--- src/rtl/uart_tx_arbiter_if.sv ---
// -----------------------------------------------------------------------------
// uart_tx_arbiter_if
// Bundles the producer byte channels and the UART transmitter link shared by
// uart_tx_arbiter.
//   req_valid   [NUM_REQ]     per-requester byte valid
//   req_data    [8*NUM_REQ]   byte of requester i at [8i+7:8i]
//   req_parity  [2*NUM_REQ]   parity of requester i at [2i+1:2i] (00 none, 01 odd, 10 even)
//   req_ready   [NUM_REQ]     one-hot accept strobe from the arbiter
//   uart_tx_ready             UART transmitter idle
//   uart_tx_start             start pulse to the UART
//   uart_tx_data  [8]         byte to the UART
//   uart_parity   [2]         parity setting to the UART
// Modports: slave = arbiter side, master = producers + UART side.
// -----------------------------------------------------------------------------
interface uart_tx_arbiter_if #(
   parameter int NUM_REQ = 4
);
   logic [NUM_REQ-1:0]   req_valid;
   logic [8*NUM_REQ-1:0] req_data;
   logic [2*NUM_REQ-1:0] req_parity;
   logic [NUM_REQ-1:0]   req_ready;
   logic                 uart_tx_ready;
   logic                 uart_tx_start;
   logic [7:0]           uart_tx_data;
   logic [1:0]           uart_parity;

   modport slave (
      input  req_valid, req_data, req_parity, uart_tx_ready,
      output req_ready, uart_tx_start, uart_tx_data, uart_parity
   );

   modport master (
      output req_valid, req_data, req_parity, uart_tx_ready,
      input  req_ready, uart_tx_start, uart_tx_data, uart_parity
   );
endinterface

--- src/rtl/uart_tx_arbiter.sv ---
// -----------------------------------------------------------------------------
// uart_tx_arbiter
// Round-robin scheduler sharing one UART transmitter among NUM_REQ byte
// producers. One frame is in flight at a time: a byte is accepted in ARB,
// tx_start is pulsed in START, the block waits for the UART to go busy
// (WAIT_BUSY, bounded by BUSY_TIMEOUT) and then idle again (WAIT_DONE).
// Ports:
//   clk, rst_n      clock, asynchronous active-low reset
//   bus (slave)     producer channels and UART link, see uart_tx_arbiter_if
//   grant_id        index of the requester owning the link
//   busy            high in any state other than ARB
//   frame_done      one-cycle pulse on the cycle a frame completes
//   err_timeout     sticky: UART never went busy after tx_start
// Parameter constraints: ID_W == clog2(NUM_REQ), BUSY_TIMEOUT <= 2**TO_W.
// -----------------------------------------------------------------------------
module uart_tx_arbiter #(
   parameter int NUM_REQ      = 4,
   parameter int ID_W         = 2,
   parameter int BUSY_TIMEOUT = 64,
   parameter int TO_W         = 8
) (
   input  logic             clk,
   input  logic             rst_n,
   uart_tx_arbiter_if.slave bus,
   output logic [ID_W-1:0]  grant_id,
   output logic             busy,
   output logic             frame_done,
   output logic             err_timeout
);

   typedef enum logic [1:0] {
      ARB       = 2'd0,
      START     = 2'd1,
      WAIT_BUSY = 2'd2,
      WAIT_DONE = 2'd3
   } state_t;

   // One extra bit so rr_ptr + k cannot overflow before the modulo wrap.
   localparam int              IDX_W   = ID_W + 1;
   localparam logic [TO_W-1:0] TO_LAST = TO_W'(BUSY_TIMEOUT - 1);

   state_t              r_state;
   state_t              w_next_state;
   logic [ID_W-1:0]     r_rr_ptr;
   logic [ID_W-1:0]     r_grant_id;
   logic [TO_W-1:0]     r_timer;
   logic                r_tx_start;
   logic [7:0]          r_tx_data;
   logic [1:0]          r_parity;
   logic                r_err_timeout;

   logic                w_found;
   logic [ID_W-1:0]     w_winner;
   logic [IDX_W-1:0]    w_idx;
   logic                w_transfer;
   logic                w_timeout;
   logic [NUM_REQ-1:0]  w_req_ready;

   // Round-robin search: first valid requester starting at rr_ptr.
   always_comb begin
      // NOTE: every combinational output gets a default first so no path
      // leaves it unassigned, which would otherwise infer a latch.
      w_found  = 1'b0;
      w_winner = '0;
      w_idx    = '0;
      for (int k = 0; k < NUM_REQ; k++) begin
         w_idx = IDX_W'(r_rr_ptr) + IDX_W'(k);
         if (w_idx >= IDX_W'(NUM_REQ)) begin
            w_idx = w_idx - IDX_W'(NUM_REQ);
         end
         if (!w_found && bus.req_valid[w_idx[ID_W-1:0]]) begin
            w_found  = 1'b1;
            w_winner = w_idx[ID_W-1:0];
         end
      end
   end

   // State register.
   always_ff @(posedge clk or negedge rst_n) begin
      if (!rst_n) begin
         r_state <= ARB;
      end else begin
         // NOTE: sequential state uses non-blocking assignments so every
         // flop samples pre-edge values regardless of statement order.
         r_state <= w_next_state;
      end
   end

   // Next-state logic.
   always_comb begin
      w_next_state = r_state;
      case (r_state)
         ARB: begin
            if (w_transfer) w_next_state = START;
         end
         START: begin
            w_next_state = WAIT_BUSY;
         end
         WAIT_BUSY: begin
            if (!bus.uart_tx_ready)  w_next_state = WAIT_DONE;
            else if (w_timeout)      w_next_state = ARB;
         end
         WAIT_DONE: begin
            if (bus.uart_tx_ready) w_next_state = ARB;
         end
         default: w_next_state = ARB;
      endcase
   end

   // Output decode.
   always_comb begin
      w_req_ready = '0;
      w_transfer  = 1'b0;
      w_timeout   = 1'b0;
      frame_done  = 1'b0;
      busy        = (r_state != ARB);
      case (r_state)
         ARB: begin
            // Gated by rst_n so no accept strobe escapes while reset is held
            // (state sits in ARB during reset and the search is combinational).
            if (w_found && rst_n) begin
               w_transfer            = 1'b1;
               w_req_ready[w_winner] = 1'b1;
            end
         end
         WAIT_BUSY: begin
            w_timeout = bus.uart_tx_ready && (r_timer == TO_LAST);
         end
         WAIT_DONE: begin
            frame_done = bus.uart_tx_ready;
         end
         default: ;
      endcase
   end

   // Datapath: captured frame, round-robin pointer, busy timer, error flag.
   always_ff @(posedge clk or negedge rst_n) begin
      if (!rst_n) begin
         r_tx_start    <= 1'b0;
         r_tx_data     <= '0;
         r_parity      <= '0;
         r_grant_id    <= '0;
         r_rr_ptr      <= '0;
         r_timer       <= '0;
         r_err_timeout <= 1'b0;
      end else begin
         // High exactly in the START cycle that follows the accept edge.
         r_tx_start <= w_transfer;

         // Data/parity/grant are only loaded on accept, so they stay frozen
         // until the frame ends; the UART samples parity during its start.
         if (w_transfer) begin
            r_tx_data  <= bus.req_data[8*w_winner +: 8];
            r_parity   <= bus.req_parity[2*w_winner +: 2];
            r_grant_id <= w_winner;
            r_rr_ptr   <= (w_winner == ID_W'(NUM_REQ - 1)) ? '0 : w_winner + ID_W'(1);
         end

         // Saturating: the timer never runs past the timeout value.
         if (r_state == START) begin
            r_timer <= '0;
         end else if ((r_state == WAIT_BUSY) && bus.uart_tx_ready && (r_timer != TO_LAST)) begin
            r_timer <= r_timer + TO_W'(1);
         end

         if (w_timeout) r_err_timeout <= 1'b1;
      end
   end

   assign bus.req_ready     = w_req_ready;
   assign bus.uart_tx_start = r_tx_start;
   assign bus.uart_tx_data  = r_tx_data;
   assign bus.uart_parity   = r_parity;
   assign grant_id          = r_grant_id;
   assign err_timeout       = r_err_timeout;

endmodule

--- src/flat_wrapper.sv ---
// flat-port wrapper written by rule: the top's interface ports become plain ports
module uart_tx_arbiter_flat 
#(
   parameter int NUM_REQ      = 4,
   parameter int ID_W         = 2,
   parameter int BUSY_TIMEOUT = 64,
   parameter int TO_W         = 8
)
  (clk, rst_n, grant_id, busy, frame_done, err_timeout, bus_req_valid, bus_req_data, bus_req_parity, bus_uart_tx_ready, bus_req_ready, bus_uart_tx_start, bus_uart_tx_data, bus_uart_parity);
  uart_tx_arbiter_if #(.NUM_REQ(NUM_REQ)) bus_i ();
  input  logic clk;
  input  logic rst_n;
  output logic [ID_W-1:0] grant_id;
  output logic busy;
  output logic frame_done;
  output logic err_timeout;
  input wire logic [$bits(bus_i.req_valid)-1:0] bus_req_valid;
  input wire logic [$bits(bus_i.req_data)-1:0] bus_req_data;
  input wire logic [$bits(bus_i.req_parity)-1:0] bus_req_parity;
  input wire logic [$bits(bus_i.uart_tx_ready)-1:0] bus_uart_tx_ready;
  output wire logic [$bits(bus_i.req_ready)-1:0] bus_req_ready;
  output wire logic [$bits(bus_i.uart_tx_start)-1:0] bus_uart_tx_start;
  output wire logic [$bits(bus_i.uart_tx_data)-1:0] bus_uart_tx_data;
  output wire logic [$bits(bus_i.uart_parity)-1:0] bus_uart_parity;
  assign bus_i.req_valid = bus_req_valid;
  assign bus_i.req_data = bus_req_data;
  assign bus_i.req_parity = bus_req_parity;
  assign bus_i.uart_tx_ready = bus_uart_tx_ready;
  assign bus_req_ready = bus_i.req_ready;
  assign bus_uart_tx_start = bus_i.uart_tx_start;
  assign bus_uart_tx_data = bus_i.uart_tx_data;
  assign bus_uart_parity = bus_i.uart_parity;
  uart_tx_arbiter #(.NUM_REQ(NUM_REQ), .ID_W(ID_W), .BUSY_TIMEOUT(BUSY_TIMEOUT), .TO_W(TO_W)) u_core (.clk(clk), .rst_n(rst_n), .bus(bus_i), .grant_id(grant_id), .busy(busy), .frame_done(frame_done), .err_timeout(err_timeout));
endmodule
--- config.mk ---
export PLATFORM = sky130hd
export DESIGN_NAME = uart_tx_arbiter_flat
export DESIGN_NICKNAME = d
export VERILOG_FILES = /design/src/rtl/uart_tx_arbiter_if.sv /design/src/rtl/uart_tx_arbiter.sv /design/src/flat_wrapper.sv
export SDC_FILE = /design/constraint.sdc
export NUM_CORES = 1
export LEC_CHECK = 0
export BUFFER_PORTS_ARGS = -buffer_cell sky130_fd_sc_hd__buf_2
export CORE_MARGIN = 5
export CORE_UTILIZATION = 47
export CTS_CLUSTER_DIAMETER = 50
export CTS_CLUSTER_SIZE = 10
export DETAILED_ROUTE_END_ITERATION = 12
export PLACE_DENSITY_LB_ADDON = 0.12
export SYNTH_ARGS = -nofsm -noshare
export SYNTH_HDL_FRONTEND = slang
export SYNTH_SLANG_ARGS = --single-unit
--- constraint.sdc ---
create_clock -name clk -period 1.95 [get_ports clk]
set_input_delay 0.0975 -clock clk [delete_from_list [all_inputs] [get_ports clk]]
set_output_delay 0.0975 -clock clk [all_outputs]
set_load 0.01 [all_outputs]
## Word-level counts from Yosys, hierarchy flattened

Index checks and enable logic that the tools add are counted.

| cells by class | value |
|---|---|
| shift operators | 2 |
| muxes and demuxes | 36 |
| eq/ne operators | 9 |
| magnitude comparators | 10 |
| $add $sub $neg | 9 |
| reductions and logical operators | 15 |

Operators with widths:

| operator | count |
|---|---|
| $shiftx A32 B6 Y8 | 1 |
| $mux W2 | 13 |
| $mux W8 | 2 |
| $lt A2 B3 Y1 const B | 5 |
| $mux W1 | 13 |
| $ge A3 B3 Y1 const B | 3 |
| $add A8 B1 Y8 const B | 1 |
| $bmux W1 S2 | 4 |
| $eq A8 B6 Y1 const B | 1 |
| $logic_and A1 B1 Y1 | 8 |
| $mux W4 | 2 |
| $ne A8 B6 Y1 const B | 1 |
| $pmux W2 S4 | 1 |
| $shiftx A8 B4 Y2 | 1 |
| $sub A2 B1 Y2 const B | 4 |
| $add A2 B2 Y3 const B | 2 |
| $eq A2 B2 Y1 const B | 3 |
| $reduce_bool A2 Y1 | 2 |
| $add A2 B1 Y3 const B | 1 |
| $ge A2 B3 Y1 const B | 1 |
| $logic_not A1 Y1 | 3 |
| $ne A3 B2 Y1 const B | 1 |
| $reduce_and A3 Y1 | 1 |
| $add A2 B1 Y2 const B | 1 |
| other kinds (6) | 6 |

| storage, ports and cells | value |
|---|---|
| register bits | 26 |
| word-level logic and storage cells | 89 |
| input bits | 47 |

## Logic depth before layout (Yosys ltp)

| depth | value |
|---|---|
| word-level depth | 20 |
| depth in mapped cells | 8 |

## Least setup slack after synthesis

No wires, ideal clock.

| timing path | value |
|---|---|
| path type | register -> register |
| from | reg u_core.r_timer[0] |
| to | reg u_core.r_timer[4] |
| setup time | 128 ps |
| arrival | 1560 ps |
| slack | 261 ps |
| buffers on the path | 0 |
| cell stages (with the launch flop) | 7 |
| clock period less this slack | 1689 ps |
| cell sequence | dfrtp_1 -> ha_1 -> and4bb_2 -> a21oi_1 -> nand4_1 -> xor2_1 -> nor2_1 |

| between the ends | value |
|---|---|
| cells in the longest elaborated chain, start to end | 3 |
| elaborated cells between the ends (all ways) | 6 |
| classes of those cells | 1 x add/sub; 1 x eq/ne; 2 x mux; 2 x reduce/logical |

Ends and longest elaborated chain:

| what | RTL line | text |
|---|---|---|
| start, declared | uart_tx_arbiter.sv:46 | `logic [TO_W-1:0] r_timer;` |
| start signal, assigned | uart_tx_arbiter.sv:163 | `r_timer <= r_timer + TO_W'(1);` |
| $add A8 B1 Y8 or $ne A8 B6 Y1 (tied branches) | uart_tx_arbiter.sv:163, uart_tx_arbiter.sv:162 |  |
| $mux W8 or $logic_and A1 B1 Y1 (tied branches) | uart_tx_arbiter.sv:162 | `end else if ((r_state == WAIT_BUSY) && bus.uart_tx_ready && (r_timer != TO_LAST)) begin` |
| $mux W8 or $reduce_bool A2 Y1 (tied branches) | - |  |

Parallel ways exist; a longest one is shown, timed or not. The select of a mux whose other input is x is not followed.
A chain may end at the register's enable or synchronous reset.

## Final worst setup path

| timing path | value |
|---|---|
| from | reg u_core.r_rr_ptr[0] |
| to | out bus_req_ready[2] |

| between the ends | value |
|---|---|
| cells in the longest elaborated chain, start to end | 20 |
| elaborated cells between the ends (all ways) | 45 |
| classes of those cells | 7 x add/sub; 6 x order compare; 24 x mux; 8 x reduce/logical |

Ends and longest elaborated chain:

| what | RTL line | text |
|---|---|---|
| start, declared | uart_tx_arbiter.sv:44 | `logic [ID_W-1:0] r_rr_ptr;` |
| start signal, assigned | uart_tx_arbiter.sv:156 | `r_rr_ptr <= (w_winner == ID_W'(NUM_REQ - 1)) ? '0 : w_winner + ID_W'(1);` |
| parallel branches: the longest is 18 deep, another holds $add A2 B1 Y3 | - |  |
| $mux W4 (*) | uart_tx_arbiter.sv:121 | `if (w_found && rst_n) begin` |
| $mux W4 (*) | uart_tx_arbiter.sv:117 | `case (r_state)` |
| end, declared | flat_wrapper.sv:21 | `output wire logic [$bits(bus_i.req_ready)-1:0] bus_req_ready;` |

Every way passes the cells marked *. The select of a mux whose other input is x is not followed.

==> impl_metrics.ini <==
[routing]
via_per_inst = 5.02
wl_per_cell_um = 14.1
dr.pass1.iters = 4
vias = 1324
drc_errors = 0
drtAntennaViolNets = 0
wl_mm = 3.72
drtIter0Drc = 39

[yosys]
synth.area.top_cells = dfrtp_1 42%, mux2i_1 14%, o221ai_2 9.7%, nand2_1 5.3%, xor2_1 2.8%
synth_edf_count = 0
synth_fp_nets = 191
synth_seq_cells = 26
ys_warn_count = 0
synth_area_mm2 = 0.00155
synth_area_per_cell_um2 = 10.9
ys_seq_area_share_pct = 42.0
yosysMostFrequentCell = dfrtp_1
netlist_instances = 142
synthArstFlopShare_pct = 100
synth.distinct_cells = 40
synth_flop_cell = dfrtp_1
synth_top_cell_area_share_pct = 42.0
yosysTopAreaCell = dfrtp_1
synth_common_cells = 26 x dfrtp_1, 22 x nand2_1, 21 x mux2i_1, 11 x nor2_1, 10 x o221ai_2

[power_and_ir_drop]
switchingPower_uw = 963
p_int_mw = 1.61
clkPwrFrac_pct = 14.5
power.density_mw_per_mm2 = 1200
power.total_mw = 2.58
p_sw_share_pct = 37.4
comb_power_share_pct = 52.1
p_seq_share_pct = 33.4
ir_worst_vdd_v = 0.000569
p_leak_nw = 1.09

[floorplanning]
die_h_um = 67.4
coreArea_mm2 = 0.00310
io_pins = 67
fp.dieArea_mm2 = 0.00454
initial_utilization_pct = 49.9
die_w_um = 67.4
rows = 20

[critical_path]
crit_arrival_ns = 1.78
required_ns = 1.85
crit_chain = buf_4 > o221ai_4 > a21boi_4 > buf_12 > buf_4 > nor3b_2 > buf_2
path_common_cell = buf_4
cp-start-kind = flip-flop
r2r-end = u_core.bus.uart_tx_data[3]$_DFFE_PN0P_
rr_startpoint = u_core.r_rr_ptr[1]$_DFFE_PN0P_
rrSetupSlack_ns = 0.11
critical_path_class = flip-flop to primary output
critical_path.slowest_cell = dfrtp_1
end_kind = primary output
r2r_cells = 6
worstPathMaxFanout = 5
max_stage_delay_ns = 0.44
path_buf_inv = 4
critPathTopFamily = buffers and inverters

[layout]
drive_above_1_share_pct = 49.1
instances_no_fill = 264
antenna_cells = 0
stdcell_area_mm2 = 0.00214
final_core_util_pct = 69.1
nets = 270
area_delta_synth_final_pct = 38.6

[timing]
final-hold-violation-count = 0
fmax_ghz = 0.534
timing.final.ws_setup_ns = 0.0774
finalCritPeriodShare_pct = 96.0
skew_ns = 0.0111
relSlewSlack_pct = 63.1
rsz0062_at_grt = true
tightest_slew_ns = 0.552
setup_violations = 0
finalCriticalPeriod_ns = 1.87
maxSlewViolCount = 0

[place]
hpwl_mm = 2.76
placed_cells = 251
pre_cts_ws_ns = 0.123
gp_congestion = 0.751
placement.io_buffers = 66
place_area_mm2 = 0.00193

[clock_network]
clk_latency_ns = 0.33
cts_tree = built
cts_buffer_depth = 2
cts_buffers = 3
cts_sinks = 26
clk_pin_slew_ns = 0.15
htree_levels = 1
cts-root-buf = clkbuf_4

[run]
drv_cap = 0

[outcome]
status = finished, final reports clean

[grt]
grt_max_degree = 27
first_global_vias = 1485
antenna_found_initial = 0
grt.total_usage_pct = 18.6
overflow = 0
grt_pass1_wl_mm = 6.43

[min_path]
hold_class = input port to flip-flop
holdPathStages = 3
worstHoldEndpoint = u_core.bus.uart_tx_data[1]$_DFFE_PN0P_
min_from = bus_req_data[17]
[worst reg2reg max path, stage by stage (launching register included)]
cell and delay (ns):
dfrtp_2 0.45, a211o_1 0.32, a21boi_4 0.20, buf_4 0.14, bufbuf_16 0.28, mux2i_1 0.24
o221ai_2 0.11
[layer usage]
layer | wire length, um | track usage, %
met1 | 1630 | 23.6
met2 | 1890 | 32.5
met3 | 170 | 3.00
met4 | 32 | 5.57
met5 | 0 | 0
[cells in the final DEF (no fill, tap or decap), types with 2 or more instances in the layout]
cell type	Yosys	layout
buf_4	2	10
buf_12	1	2
clkbuf_4	0	3
mux2i_1	21	21
xnor2_1	2	2
and3_1	2	2
inv_1	6	6
dlygate4sd3_1	0	2
a21oi_1	2	2
nor2_1	11	10
nand3_1	3	3
nand2_1	22	22
nand4_1	2	2
o221ai_2	10	10
dfrtp_1	26	25
xor2_1	5	5
buf_2	1	65
[per-stage QoR]
stage | hold slack, ns | setup TNS [ns]
2_1_floorplan | -0.198 | 0
3_3_place_gp | 0.157 | 0
3_5_place_dp | 0.163 | 0
4_1_cts | 0.0708 | 0
5_1_grt | 0.0707 | -0.0213
6_report | 0.0706 | 0
[worst max-delay path by stage]
stage                                   start                            end  slack (ns)  cells past startpoint
3_3_place_gp    u_core.r_timer[0]$_DFFE_PN0P_  u_core.r_timer[5]$_DFFE_PN0P_        0.22                      6
3_5_place_dp    u_core.r_timer[0]$_DFFE_PN0P_  u_core.r_timer[5]$_DFFE_PN0P_        0.12                      6
2_1_floorplan   u_core.r_timer[0]$_DFFE_PN0P_  u_core.r_timer[4]$_DFFE_PN0P_        0.26                      6
4_1_cts        u_core.r_rr_ptr[0]$_DFFE_PN0P_               bus_req_ready[2]        0.02                      7
5_1_grt        u_core.r_rr_ptr[0]$_DFFE_PN0P_               bus_req_ready[2]       -0.02                      7
6_report       u_core.r_rr_ptr[0]$_DFFE_PN0P_               bus_req_ready[2]        0.08                      7
[power groups by stage]
stage,clock [mW],sequential (mW),combinational [mW]
4_1_cts,0.382,0.858,1.30
3_3_place_gp,0,0.858,1.10
3_5_place_dp,0,0.865,1.14
6_report,0.374,0.860,1.34
2_1_floorplan,0,0.902,0.771
5_1_grt,0.402,0.885,1.47
[registers in the layout (all words and copies together) (netlist names)]
signal,count
u_core.err_timeout,1
u_core.bus.uart_tx_data,8
u_core.bus.uart_tx_start,1
u_core.r_rr_ptr,2
u_core.bus.uart_parity,2
u_core.r_state,2
u_core.grant_id,2
u_core.r_timer,8
[logic make-up (layout without fill, tap and decap cells)]
group | count (synthesis) | count (layout) | synth area share [%]
XOR/XNOR | 7 | 7 | 3.96
adder cells (fa/ha/maj) | 2 | 2 | 1.62
buffers and inverters | 14 | 92 | 6.22
AO/OA/AOI/OAI | 23 | 23 | 17.2
flip-flops | 26 | 26 | 42.0
multiplexers | 21 | 21 | 13.6
AND/OR/NAND/NOR | 49 | 49 | 15.4
[cell type report]
| class | instances | area (um^2) |
|---|---|---|
| clock buffer | 3 | 22.5 |
| clock inverter | 1 | 30.0 |
| fill | 242 | 958 |
| inverter | 7 | 26.3 |
| multi-input combinational | 102 | 855 |
| sequential | 26 | 652 |
| tap | 44 | 55.1 |
| timing repair buffer | 81 | 504 |
[repair_timing]
| item | CTS | global route |
|---|---|---|
| gates resized for setup | 3 | 9 |
| endpoints found under the hold margin | 28 | 0 |
| hold buffers | 2 | 0 |
| endpoints found under the setup margin | 2 | 5 |
| buffers inserted | 5 | 1 |
| cloned | 1 | 0 |
| pin swaps | 1 | 2 |
Power figures use the tool's default switching activity.
